**src/rtl/debug_sequencer.sv**
```systemverilog
// debug_sequencer: debug-mode controller for the MIPS pipeline.
//
// Decodes single-byte commands from the UART receiver and gates the
// pipeline clock-enable: continuous run ('c'), single step ('s') or halt.
// A dump command ('d') streams PC, the register file and the enabled-cycle
// count to the UART transmitter, MSB first, one byte per tx_start/tx_done
// handshake.
//
// Optional feature macro: DEBUG_AUTODUMP_EN
//   defined   - a halt reached while running starts a dump automatically and
//               the frame ends in HALTED.
//   undefined - a halt reached while running goes straight to HALTED and
//               waits for 'd'.
//
// Ports:
//   clk           in   system clock, rising edge
//   reset         in   asynchronous reset, active low
//   rx_data       in   [7:0] received command byte
//   rx_valid      in   one-cycle strobe qualifying rx_data
//   tx_data       out  [7:0] byte to transmit
//   tx_start      out  one-cycle strobe requesting transmission of tx_data
//   tx_done       in   one-cycle strobe, transmitter finished current byte
//   halt_flag_d   in   halt instruction reached write-back
//   pc_value      in   [LEN_DATA-1:0] current PC
//   dbg_reg_addr  out  [NUM_BITS-1:0] register-file debug read address
//   dbg_reg_data  in   [LEN_DATA-1:0] combinational read data
//   pipe_enable   out  pipeline clock-enable
//   busy          out  high in any state other than IDLE and HALTED
module debug_sequencer #(
  parameter int         LEN_DATA = 32,
  parameter int         NUM_BITS = 5,
  parameter int         NUM_REGS = 32,
  parameter logic [7:0] CMD_RUN  = 8'h63,
  parameter logic [7:0] CMD_STEP = 8'h73,
  parameter logic [7:0] CMD_DUMP = 8'h64
) (
  input  logic                clk,
  input  logic                reset,
  input  logic [7:0]          rx_data,
  input  logic                rx_valid,
  output logic [7:0]          tx_data,
  output logic                tx_start,
  input  logic                tx_done,
  input  logic                halt_flag_d,
  input  logic [LEN_DATA-1:0] pc_value,
  output logic [NUM_BITS-1:0] dbg_reg_addr,
  input  logic [LEN_DATA-1:0] dbg_reg_data,
  output logic                pipe_enable,
  output logic                busy
);

  // Frame layout: word 0 = PC, words 1..NUM_REGS = r0..r(NUM_REGS-1),
  // last word = cycle count.
  localparam int NUM_BYTES = LEN_DATA / 8;
  localparam int NUM_WORDS = NUM_REGS + 2;
  localparam int WW        = $clog2(NUM_WORDS);
  localparam int BW        = (NUM_BYTES > 1) ? $clog2(NUM_BYTES) : 1;

  localparam logic [WW-1:0] LAST_WORD  = WW'(NUM_WORDS - 1);
  localparam logic [WW-1:0] NUM_REGS_W = WW'(NUM_REGS);
  localparam logic [BW-1:0] LAST_BYTE  = BW'(NUM_BYTES - 1);

  typedef enum logic [2:0] {
    S_IDLE,
    S_RUN,
    S_STEP,
    S_HALTED,
    S_DUMP_LOAD,
    S_DUMP_SEND,
    S_DUMP_WAIT
  } state_e;

  state_e              state_q, state_d;
  logic                ret_halted_q, ret_halted_d;  // dump returns to HALTED
  logic [WW-1:0]       word_q, word_d;
  logic [BW-1:0]       byte_q, byte_d;
  logic [LEN_DATA-1:0] shift_q, shift_d;
  logic [LEN_DATA-1:0] cycle_cnt_q, cycle_cnt_d;
  logic [7:0]          tx_data_q, tx_data_d;
  logic                tx_start_q, tx_start_d;
  logic [NUM_BITS-1:0] addr_q, addr_d;
  logic                pe_q, pe_d;
  logic                busy_q, busy_d;

  // Counts cycles the pipeline actually advanced; sticks at all-ones.
  always_comb begin
    cycle_cnt_d = cycle_cnt_q;
    if (pe_q && (cycle_cnt_q != '1)) cycle_cnt_d = cycle_cnt_q + LEN_DATA'(1);
  end

  always_comb begin
    state_d      = state_q;
    ret_halted_d = ret_halted_q;
    word_d       = word_q;
    byte_d       = byte_q;
    shift_d      = shift_q;
    tx_data_d    = tx_data_q;
    tx_start_d   = 1'b0;
    addr_d       = addr_q;
    pe_d         = pe_q;

    case (state_q)
      S_IDLE: begin
        if (rx_valid) begin
          if (rx_data == CMD_RUN) begin
            state_d = S_RUN;
            pe_d    = 1'b1;
          end else if (rx_data == CMD_STEP) begin
            state_d = S_STEP;
            pe_d    = 1'b1;
          end else if (rx_data == CMD_DUMP) begin
            state_d      = S_DUMP_LOAD;
            ret_halted_d = 1'b0;
            word_d       = '0;
            byte_d       = '0;
            addr_d       = '0;
          end
        end
      end

      S_RUN: begin
        if (halt_flag_d) begin
          pe_d = 1'b0;
`ifdef DEBUG_AUTODUMP_EN
          state_d      = S_DUMP_LOAD;
          ret_halted_d = 1'b1;
          word_d       = '0;
          byte_d       = '0;
          addr_d       = '0;
`else
          state_d = S_HALTED;
`endif
        end
      end

      // pipe_enable was raised on entry; this is the single enabled cycle.
      // A step that lands on a halt never auto-dumps.
      S_STEP: begin
        pe_d    = 1'b0;
        state_d = halt_flag_d ? S_HALTED : S_IDLE;
      end

      S_HALTED: begin
        if (rx_valid && (rx_data == CMD_DUMP)) begin
          state_d      = S_DUMP_LOAD;
          ret_halted_d = 1'b1;
          word_d       = '0;
          byte_d       = '0;
          addr_d       = '0;
        end
      end

      // dbg_reg_addr was set when this word was selected, so the register
      // read data has had a full cycle to settle.
      S_DUMP_LOAD: begin
        if (word_q == '0)            shift_d = pc_value;
        else if (word_q == LAST_WORD) shift_d = cycle_cnt_q;
        else                          shift_d = dbg_reg_data;
        state_d = S_DUMP_SEND;
      end

      S_DUMP_SEND: begin
        tx_data_d  = shift_q[LEN_DATA-1 -: 8];
        shift_d    = shift_q << 8;
        tx_start_d = 1'b1;
        state_d    = S_DUMP_WAIT;
      end

      S_DUMP_WAIT: begin
        if (tx_done) begin
          if (byte_q == LAST_BYTE) begin
            byte_d = '0;
            if (word_q == LAST_WORD) begin
              word_d  = '0;
              addr_d  = '0;
              state_d = ret_halted_q ? S_HALTED : S_IDLE;
            end else begin
              word_d = word_q + WW'(1);
              // Next word w+1 reads register w; the count word needs no read.
              if (word_q < NUM_REGS_W) addr_d = NUM_BITS'(word_q);
              state_d = S_DUMP_LOAD;
            end
          end else begin
            byte_d  = byte_q + BW'(1);
            state_d = S_DUMP_SEND;
          end
        end
      end

      default: begin
        state_d = S_IDLE;
        pe_d    = 1'b0;
      end
    endcase

    busy_d = !((state_d == S_IDLE) || (state_d == S_HALTED));
  end

  always_ff @(posedge clk or negedge reset) begin
    if (!reset) begin
      state_q      <= S_IDLE;
      ret_halted_q <= 1'b0;
      word_q       <= '0;
      byte_q       <= '0;
      shift_q      <= '0;
      cycle_cnt_q  <= '0;
      tx_data_q    <= '0;
      tx_start_q   <= 1'b0;
      addr_q       <= '0;
      pe_q         <= 1'b0;
      busy_q       <= 1'b0;
    end else begin
      state_q      <= state_d;
      ret_halted_q <= ret_halted_d;
      word_q       <= word_d;
      byte_q       <= byte_d;
      shift_q      <= shift_d;
      cycle_cnt_q  <= cycle_cnt_d;
      tx_data_q    <= tx_data_d;
      tx_start_q   <= tx_start_d;
      addr_q       <= addr_d;
      pe_q         <= pe_d;
      busy_q       <= busy_d;
    end
  end

  assign tx_data      = tx_data_q;
  assign tx_start     = tx_start_q;
  assign dbg_reg_addr = addr_q;
  assign pipe_enable  = pe_q;
  assign busy         = busy_q;

endmodule

```
**config.mk**
```make
export PLATFORM = sky130hd
export DESIGN_NAME = debug_sequencer
export DESIGN_NICKNAME = d
export VERILOG_FILES = /design/src/rtl/debug_sequencer.sv
export SDC_FILE = /design/constraint.sdc
export NUM_CORES = 1
export LEC_CHECK = 0
export ABC_CLOCK_PERIOD_IN_PS = 2500
export BUFFER_PORTS_ARGS = -buffer_cell sky130_fd_sc_hd__buf_2
export CAP_MARGIN = 20
export CORE_MARGIN = 1.5
export CORE_UTILIZATION = 58
export CTS_BUF_LIST = sky130_fd_sc_hd__clkbuf_4
export CTS_CLUSTER_SIZE = 14
export DETAILED_ROUTE_END_ITERATION = 10
export MAX_ROUTING_LAYER = met4
export PLACE_DENSITY = 0.8
export SYNTH_ARGS = -nofsm -noshare
export SYNTH_HDL_FRONTEND = slang
export SYNTH_SLANG_ARGS = --single-unit
```
**constraint.sdc**
```tcl
create_clock -name clk -period 2.5 [get_ports clk]
set_input_delay 0.25 -clock clk [delete_from_list [all_inputs] [get_ports clk]]
set_output_delay 0.25 -clock clk [all_outputs]
set_load 0.005 [all_outputs]
```
== Word level (Yosys, flattened, before mapping) ==
Cells that the tools add are included.

* Divide/modulo/power cells: 0
* Bitwise gates (word level): 1
* Add/subtract/negate cells: 3
* Mux-type cells: 54
* Reduce and logical (&&, ||, !) cells: 16
* Shift operators: 0
* Multipliers: 0
* Magnitude comparators: 1
* Equality and inequality tests: 23

{| class="wikitable"
|+ Operators by type and width
! operator !! number
|-
| two-way mux 32 bit || 2
|-
| one-hot mux 32 bit (2 select lines) || 1
|-
| two-way mux 6 bit || 8
|-
| two-way mux 5 bit || 9
|-
| adder 32 x 1 -> 32 bit, second input constant || 1
|-
| inequality test 32 bit, second input constant || 1
|-
| two-way mux 3 bit || 9
|-
| equality test 8 x 7 -> 1 bit, second input constant || 3
|-
| one-hot mux 3 bit (7 select lines) || 1
|-
| two-way mux 2 bit || 9
|-
| one-hot mux 6 bit (3 select lines) || 1
|-
| inequality test 2 bit, second input constant || 8
|-
| one-hot mux 5 bit (3 select lines) || 1
|-
| two-way mux 1 bit || 10
|-
| equality test 3 x 2 -> 1 bit, second input constant || 3
|-
| equality test 3 bit, second input constant || 3
|-
| AND reduction 9 bit || 1
|-
| AND reduction 8 bit || 1
|-
| AND reduction 7 bit || 1
|-
| adder 6 x 1 -> 6 bit, second input constant || 1
|-
| equality test 6 bit, second input constant || 1
|-
| logical NOT 3 bit || 2
|-
| logical NOT 6 bit || 1
|-
| < comparator 6 bit, second input constant || 1
|-
| other kinds (16) || 19
|}

* Input bits: 77
* Memory bits (writable): 0
* Memories kept: 0
* Output and inout bits: 16
* Memory bits (read-only): 0
* Logic and storage cells: 109
* Flip-flop bits (word level): 92
* Bits in latches: 0

== Depth between registers and ports, before layout ==
Gate-level depths: netlist of run 1.

* Word-level depth: 9
* Mapped depth: 8
* Gate-level depth less buffers: 7

== Worst setup path before layout of run 1 ==
No wires, ideal clock.

* Path kind: register to register
* Start: register state_q[1]
* End: register busy_q, in the netlist busy
* Arrival: 1.883 ns
* Stages on the path, launching flop included: 7
* Path buffers: 1
* Data required time: 2.430 ns
* Library setup time: 0.070 ns
* Slack: 0.548 ns
* Cell sequence: dfrtp_1 clkbuf_1 or4b_2 nor3_1 nor3_1 or3b_2 nand3b_1

* Cells in the longest elaborated chain, start to end: 8
* Elaborated cells on any way between the ends: 19
* Classes of those cells: eq/ne: 7; mux: 8; reduce/logical: 4

{| class="wikitable"
|+ Ends and longest elaborated chain
! element !! RTL line !! RTL
|-
| start, declared || 73 || <nowiki>state_e state_q, state_d;</nowiki>
|-
| start signal, assigned || 213 || <nowiki>state_q <= state_d;</nowiki>
|-
| two-way mux 3 bit || 111 || <nowiki>end else if (rx_data == CMD_DUMP) begin</nowiki>
|-
| two-way mux 3 bit || 108 || <nowiki>end else if (rx_data == CMD_STEP) begin</nowiki>
|-
| two-way mux 3 bit || 105 || <nowiki>if (rx_data == CMD_RUN) begin</nowiki>
|-
| two-way mux 3 bit || 104 || <nowiki>if (rx_valid) begin</nowiki>
|-
| one-hot mux 3 bit (7 select lines) (*) || 102 || <nowiki>case (state_q)</nowiki>
|-
| equality test 3 x 2 -> 1 bit / logical NOT 3 bit (equally long branches) || 196 || <nowiki>busy_d = !((state_d == S_IDLE) || (state_d == S_HALTED));</nowiki>
|-
| logical OR 1 bit (*) || 196 ||
|-
| logical NOT 1 bit (*) || 196 ||
|-
| via busy_d || 83 || <nowiki>logic busy_q, busy_d;</nowiki>
|-
| end signal, assigned || 223 || <nowiki>busy_q <= busy_d;</nowiki>
|-
| end, declared || 83 ||
|}

Mark *: on every way through the listed nets, which the timed path passes. The rest lies on a longest branch.
A chain may end at the register's enable or synchronous reset.

== Worst setup path after layout of run 1 ==
* Start: register word_q[0]
* End: register shift_q[9]

* Cells in the longest elaborated chain, start to end: 4
* Elaborated cells on any way between the ends: 5
* Classes of those cells: eq/ne: 1; mux: 3; reduce/logical: 1

{| class="wikitable"
|+ Ends and longest elaborated chain
! element !! RTL line !! RTL
|-
| start, declared || 75 || <nowiki>logic [WW-1:0] word_q, word_d;</nowiki>
|-
| start signal, assigned || 215 || <nowiki>word_q <= word_d;</nowiki>
|-
| equality test 6 bit || 157 || <nowiki>else if (word_q == LAST_WORD) shift_d = cycle_cnt_q;</nowiki>
|-
| two-way mux 32 bit || 157 ||
|-
| two-way mux 32 bit (*) || 156 || <nowiki>if (word_q == '0) shift_d = pc_value;</nowiki>
|-
| one-hot mux 32 bit (2 select lines) (*) || 102 ||
|-
| end signal, assigned || 217 || <nowiki>shift_q <= shift_d;</nowiki>
|-
| end, declared || 77 || <nowiki>logic [LEN_DATA-1:0] shift_q, shift_d;</nowiki>
|}

Mark *: on every way between the ends. The rest lies on a longest branch, timed or not.

==> metrics.txt, run 1 <==
outcome complete, no violations; I/O Buffers 92; fin crit period between 2000 and 2500 ps; number of synthesized flops with an enable pin 0; initial drt markers approximately 310; largest buffer count on any clock path 2; Detailed Place HPWL between 9000 and 10000 um; largest net degree at the start of global routing 65; DR DRC count 0; setup TNS 0 ps; Max Freq 486 MHz; Worst Tran Pin Value 640 ps; crit path from word_q[0]; Crit Reg-Reg Startpoint word_q[0]; Reg-to-Reg End shift_q[9]; total CTS buffers 9; Post-DRT Antenna Nets 0; Clock Root Buffer clkbuf_4; Post-Syn Area just over 5000 sq um; Crit Path Class flip-flop to flip-flop; PD cells 808 nW/um^2; initial antenna violation count 0; number of synthesized register bits 92; CTS tree yes; cell family with most CP delay simple AND/OR/NAND/NOR gates; worst rel slew slack between 50% and 60%; most frequent cells in the layout nand2_1 (95), dfrtp_1 (91), buf_2 (91); Reg clk slew, reported paths 160 ps; CP Depth 6; Via Count 4562; most common cell after layout, fill and taps aside nand2_1; Layout Nets approximately 730; Sink Count 92; Final Hold Vio Count 0; Synth Flop Type dfrtp_1; Crit path largest cell delay about 470 ps; Final Max Slew Viols 0; H-tree Lvls 3; die width 96.2 um; Net Count, Synth between 600 and 700; sequential fraction of the synthesis area between 40 and 50%; core area between 8000 and 9000 sq um; number of global-route vias before repair 4187; slowest cell on the critical path dfrtp_1; Lkg Pwr about 2.6 nW; Post-Route WL approximately 12000 um; Tcrit/Tclk final 82.4%; number of top-level pins 93; drt pass-1 iters 4; Cells after Synth ~560; CP Max Fanout 13; Data required, critical path approximately 2900 ps; fin worst setup slack 441 ps; clock latency on the worst-skew pair 450 ps; Ant. Diodes 0; Peak VDD IR 0.719 mV; crit path to shift_q[9]; routed vias/inst about 6.0; layout cells sized above 1 21.8%; max-cap violation count 0; die area roughly 9000 sq um; crit-path cells ha_1 > nand3_1 > buf_4 > nand2_1 > a311o_1 > a21oi_1; Worst R2R Setup Slack between 400 and 500 ps; Total GRT Usage approximately 29%; crit path DAT 2430 ps; Remaining Overflow, GRT 0; fraction of registers with async set/reset 100%; Synth Warn # 0; Worst Path Buf+Inv 1; DR WL/cell 16.2 um; final setup fails 0; Rows 33; Die Height roughly 96 um; fillers between 600 and 700; RSZ-0062 raised after global routing false; synth unique cells 55; Setup crit start kind flip-flop; Layout area overhead 14.5%; first-pass GRT wire length 20000 um; Post-CTS Resized 0; Setup WS pre-CTS just over 400 ps; CP Capture Type flip-flop; clk_skew 29.8 ps; worst reg-to-reg path cell count 6; worst hold path class input port to flip-flop; Avg Inst Size Synth approximately 9 sq um; global placement routability congestion between 0.9 and 1; Starting Density 60.7%
==> Yosys cell counts (2+ instances only) <==
master | n | area share, %
ha_1 | 5 | 1.2
a22o_1 | 12 | 2.1
nor2_1 | 71 | 5.3
nand2b_1 | 2 | 0.25
buf_2 | 4 | 0.40
xnor2_1 | 22 | 3.8
a21oi_1 | 51 | 5.1
nor3_1 | 7 | 0.70
a311o_1 | 24 | 4.8
nand4_1 | 10 | 1.2
nand3_1 | 27 | 2.7
xor2_1 | 8 | 1.4
dfrtp_1 | 92 | 46
nand3b_1 | 3 | 0.45
o211ai_1 | 2 | 0.30
and3_1 | 7 | 0.87
nand4b_1 | 2 | 0.35
a32o_1 | 3 | 0.60
mux2_2 | 8 | 1.8
mux2i_1 | 2 | 0.40
nand2_1 | 95 | 7.1
a311oi_1 | 2 | 0.35
clkbuf_1 | 24 | 1.8
o21a_1 | 2 | 0.30
buf_1 | 3 | 0.22
and2_1 | 2 | 0.25
nor2b_1 | 4 | 0.50
a31o_2 | 2 | 0.35
nor4_1 | 7 | 0.87
o32ai_1 | 2 | 0.35
and4_1 | 4 | 0.70
o21ai_0 | 12 | 1.2
inv_1 | 10 | 0.75
a31oi_1 | 11 | 1.4
==> per-layer routing <==
layer | GRT usage, % | vias up | share of wire [%]
li1 | - | 2199 | -
met1 | 40.7 | 2186 | 47
met2 | 44.5 | 160 | 46
met3 | 3.63 | 17 | 5.8
met4 | 9.07 | 0 | 1.5
met5 | - | - | 0
==> cells by family (layout without fill, tap and decap cells) <==
logic type,after synthesis,count (layout),synth area share (%)
simple gates,253,253,23.9
compound gates,132,132,18.5
flops,92,92,45.7
buf+inv,41,133,3.16
xor+xnor,30,30,5.22
mux,10,10,2.19
fa+ha+maj,5,5,1.24
==> cell type report <==
type | instances | area [sq um] | area share [%]
Clock buffer | 9 | 67.6 | 1.17
Sequential cell | 92 | 2300 | 40.0
Inverter | 10 | 37.5 | 0.651
Multi-Input combinational cell | 430 | 2570 | 44.6
Timing Repair Buffer | 107 | 603 | 10.5
Clock inverter | 7 | 48.8 | 0.846
Tap cell | 105 | 131 | 2.28
==> state kept, by name (all words and copies together) (netlist names) <==
register and count:
cycle_cnt_q 32, shift_q 32, tx_data 8, word_q 6
dbg_reg_addr 5, state_q 3, byte_q 2, busy 1
pipe_enable 1, ret_halted_q 1, tx_start 1
==> through the flow <==
stage / instance area, sq um / power [mW] / util, % / hold slack, ps / cells
2_1_floorplan: 5030 / 3.32 / - / -45.6 / 563
3_3_place_gp: 5640 / 3.89 / 67.9 / 265 / 743
3_5_place_dp: 5640 / 3.92 / 67.9 / 266 / 743
4_1_cts: 5770 / 4.65 / 69.5 / 95.2 / 760
5_1_grt: 5770 / 4.97 / 69.5 / 106 / 760
6_report: 5770 / 4.66 / 69.5 / 110 / 760
==> tightest hold or removal path: stages <==
cell	delay [ps]
buf_2	110
nand2_1	50
nand2_1	60
a221oi_1	80
==> worst min path at each step <==
stage,startpoint,endpoint,slack [ps],depth (start not counted)
after floorplan,reset,busy,-50,0
after global placement,reset,shift_q[21],270,1
after detailed placement,reset,shift_q[21],270,1
after CTS,halt_flag_d,pipe_enable,100,4
final,halt_flag_d,pipe_enable,110,4
after global routing,halt_flag_d,pipe_enable,110,4
==> repair_timing <==
action / CTS / global route
setup buffers: 0 / 0
hold buffers: 1 / 0
endpoints found under the hold margin: 40 / 0
==> where the power goes <==
group | switching, mW | internal (mW)
Clock | 0.522 | 0.208
Sequential | 0.255 | 1.88
Combinational | 1.03 | 0.768
Total | 1.80 | 2.85
No activity file was read; power rests on OpenSTA's default activity.
==> run 2, diff against run 1 <==
- ABC_CLOCK_PERIOD_IN_PS: 2500 -> 1900
- clock period: 2.5 -> 1.9 ns (I/O delays scaled with it)
==> metrics.txt, run 2 (synthesized netlist as in run 1, its figures left out) <==
fin worst setup slack -32.1 ps (-473 ps); Final Hold Vio Count 0 (unchanged); max-cap violation count 0 (unchanged); I/O Buffers 92 (unchanged); Crit Reg-Reg Startpoint state_q[2]; largest buffer count on any clock path 2 (unchanged); Final Max Slew Viols 0 (unchanged); Ant. Diodes 0 (unchanged); Worst R2R Setup Slack -30 ps (-470 ps); layout cells sized above 1 31.0% (+9.2 points); Max Freq 518 MHz (+6.6%); core area 8300 sq um (unchanged); Reg-to-Reg End word_q[0]; initial drt markers 407 (+32%); routed vias/inst 6.13 (+2.2%); most common cell after layout, fill and taps aside nand2_1; RSZ-0062 raised after global routing true; H-tree Lvls 3 (unchanged); Total GRT Usage 33.4% (+4.3 points); crit path to word_q[0]; most frequent cells in the layout nand2_1 (94), buf_2 (92), dfrtp_1 (89); Post-Route WL 14400 um (+17%); Layout Nets 790 (+7.9%); Tcrit/Tclk final 102% (+19 points); Remaining Overflow, GRT 0 (unchanged); number of top-level pins 93 (unchanged); Crit Path Class flip-flop to flip-flop; fin crit period 1930 ps (-127 ps); dpl cells 790 (+6.3%); Worst Tran Pin Value 507 ps (-132 ps); Detailed Place HPWL 10300 um (+14%); hold path start halt_flag_d; drt pass-1 iters 5 (+1); PD cells 1050 nW/um^2 (+30%); Power, Total 6.73 mW (+45%); Final Non-Filler Cells 818 (+7.6%); Setup crit start kind flip-flop; worst rel slew slack 66.0% (+8.9 points); clock latency on the worst-skew pair 450 ps (about the same); Data required, critical path 2240 ps (-630 ps); Rows 33 (unchanged); Via Count 5017 (+10%); outcome finished, violations left; first-pass GRT wire length 22900 um (+14%); Reg clk slew, reported paths 160 ps (about the same); total CTS buffers 9 (unchanged); worst hold path class input port to flip-flop; worst reg-to-reg path cell count 7 (+1); initial antenna violation count 0 (unchanged); Layout area overhead 27.1%; DR WL/cell 17.6 um (+8.7%); crit path DAT 2270 ps (-160 ps); Clock Root Buffer clkbuf_4; clk_skew 26.3 ps (-3.46 ps); Util after Layout 77.1% (+7.7 points); Sink Count 92 (unchanged); CP Max Fanout 7 (-6); largest net degree at the start of global routing 51 (-22%); CP Capture Type flip-flop; die width 96.2 um (unchanged); violated checks negative setup slack; CTS tree yes; die area 9250 sq um (unchanged); crit path from state_q[2]; Post-DRT Antenna Nets 0 (unchanged); final setup fails 1 (+1); Peak VDD IR 0.729 mV (+1.5%); global placement routability congestion 0.915 (-3.7%); Die Height 96.2 um (unchanged); number of global-route vias before repair 4794 (+14%); Starting Density 60.7% (unchanged); Lkg Pwr 2.99 nW (+14%); DR DRC count 0 (unchanged)
## run 2: worst max-delay path, cell delays in order, from the launching register on
cell and delay, ps:
dfrtp_2 490, nor2b_2 190, buf_4 150, and3_1 220, o21a_1 260, buf_4 170
o211ai_1 230, o21ai_1 120
## run 2: how the worst min path moves through the flow
stage | cells after the start | to
after floorplan | 0 | busy
after global placement | 1 | shift_q[24]
after detailed placement | 1 | shift_q[25]
after CTS | 4 | pipe_enable
after global routing | 4 | pipe_enable
final | 4 | pipe_enable
## run 2: timing repair
item	CTS	global route
hold buffers	1	0
setup buffers	2	8
cloned	0	1
hold endpoints to repair	56	0
gates resized for setup	4	23
endpoints found under the setup margin	4	50
pin swaps	4	7
## run 2: final cells by class
cell class	count	area, sq um
clock inverter	6	95.1
fill	591	1900
sequential	92	2310
clock buffer	10	75.1
multi-input combinational	430	2680
tap	105	131
inverter	10	37.5
timing repair buffer	165	1080
## run 2: stage by stage
stage / setup WS (ps) / hold WS, ps / TNS (ps) / instance area (sq um)
floorplan: 42.1 / -106 / 0 / 5060
global placement: -69.5 / 115 / -371 / 6030
detailed placement: -329 / 117 / -1270 / 6030
CTS: 6.15 / 46.0 / 0 / 6240
global route: -80.8 / 55.7 / -416 / 6400
finish: -32.1 / 56.8 / -32.1 / 6400
## run 2: power by group
part	total (mW)	internal, mW	switching [mW]
Sequential	2.81	2.47	0.341
Clock	1.26	0.565	0.693
Combinational	2.66	1.16	1.49
## run 2: per-layer routing
layer  global-route usage (%)  wire length (um)  vias up
met4                     16.2               464        0
met2                     50.2              6880      249
met5                        -                 0        -
li1                         -                 -     2322
met1                     43.4              6020     2401
met3                     6.48              1060       45
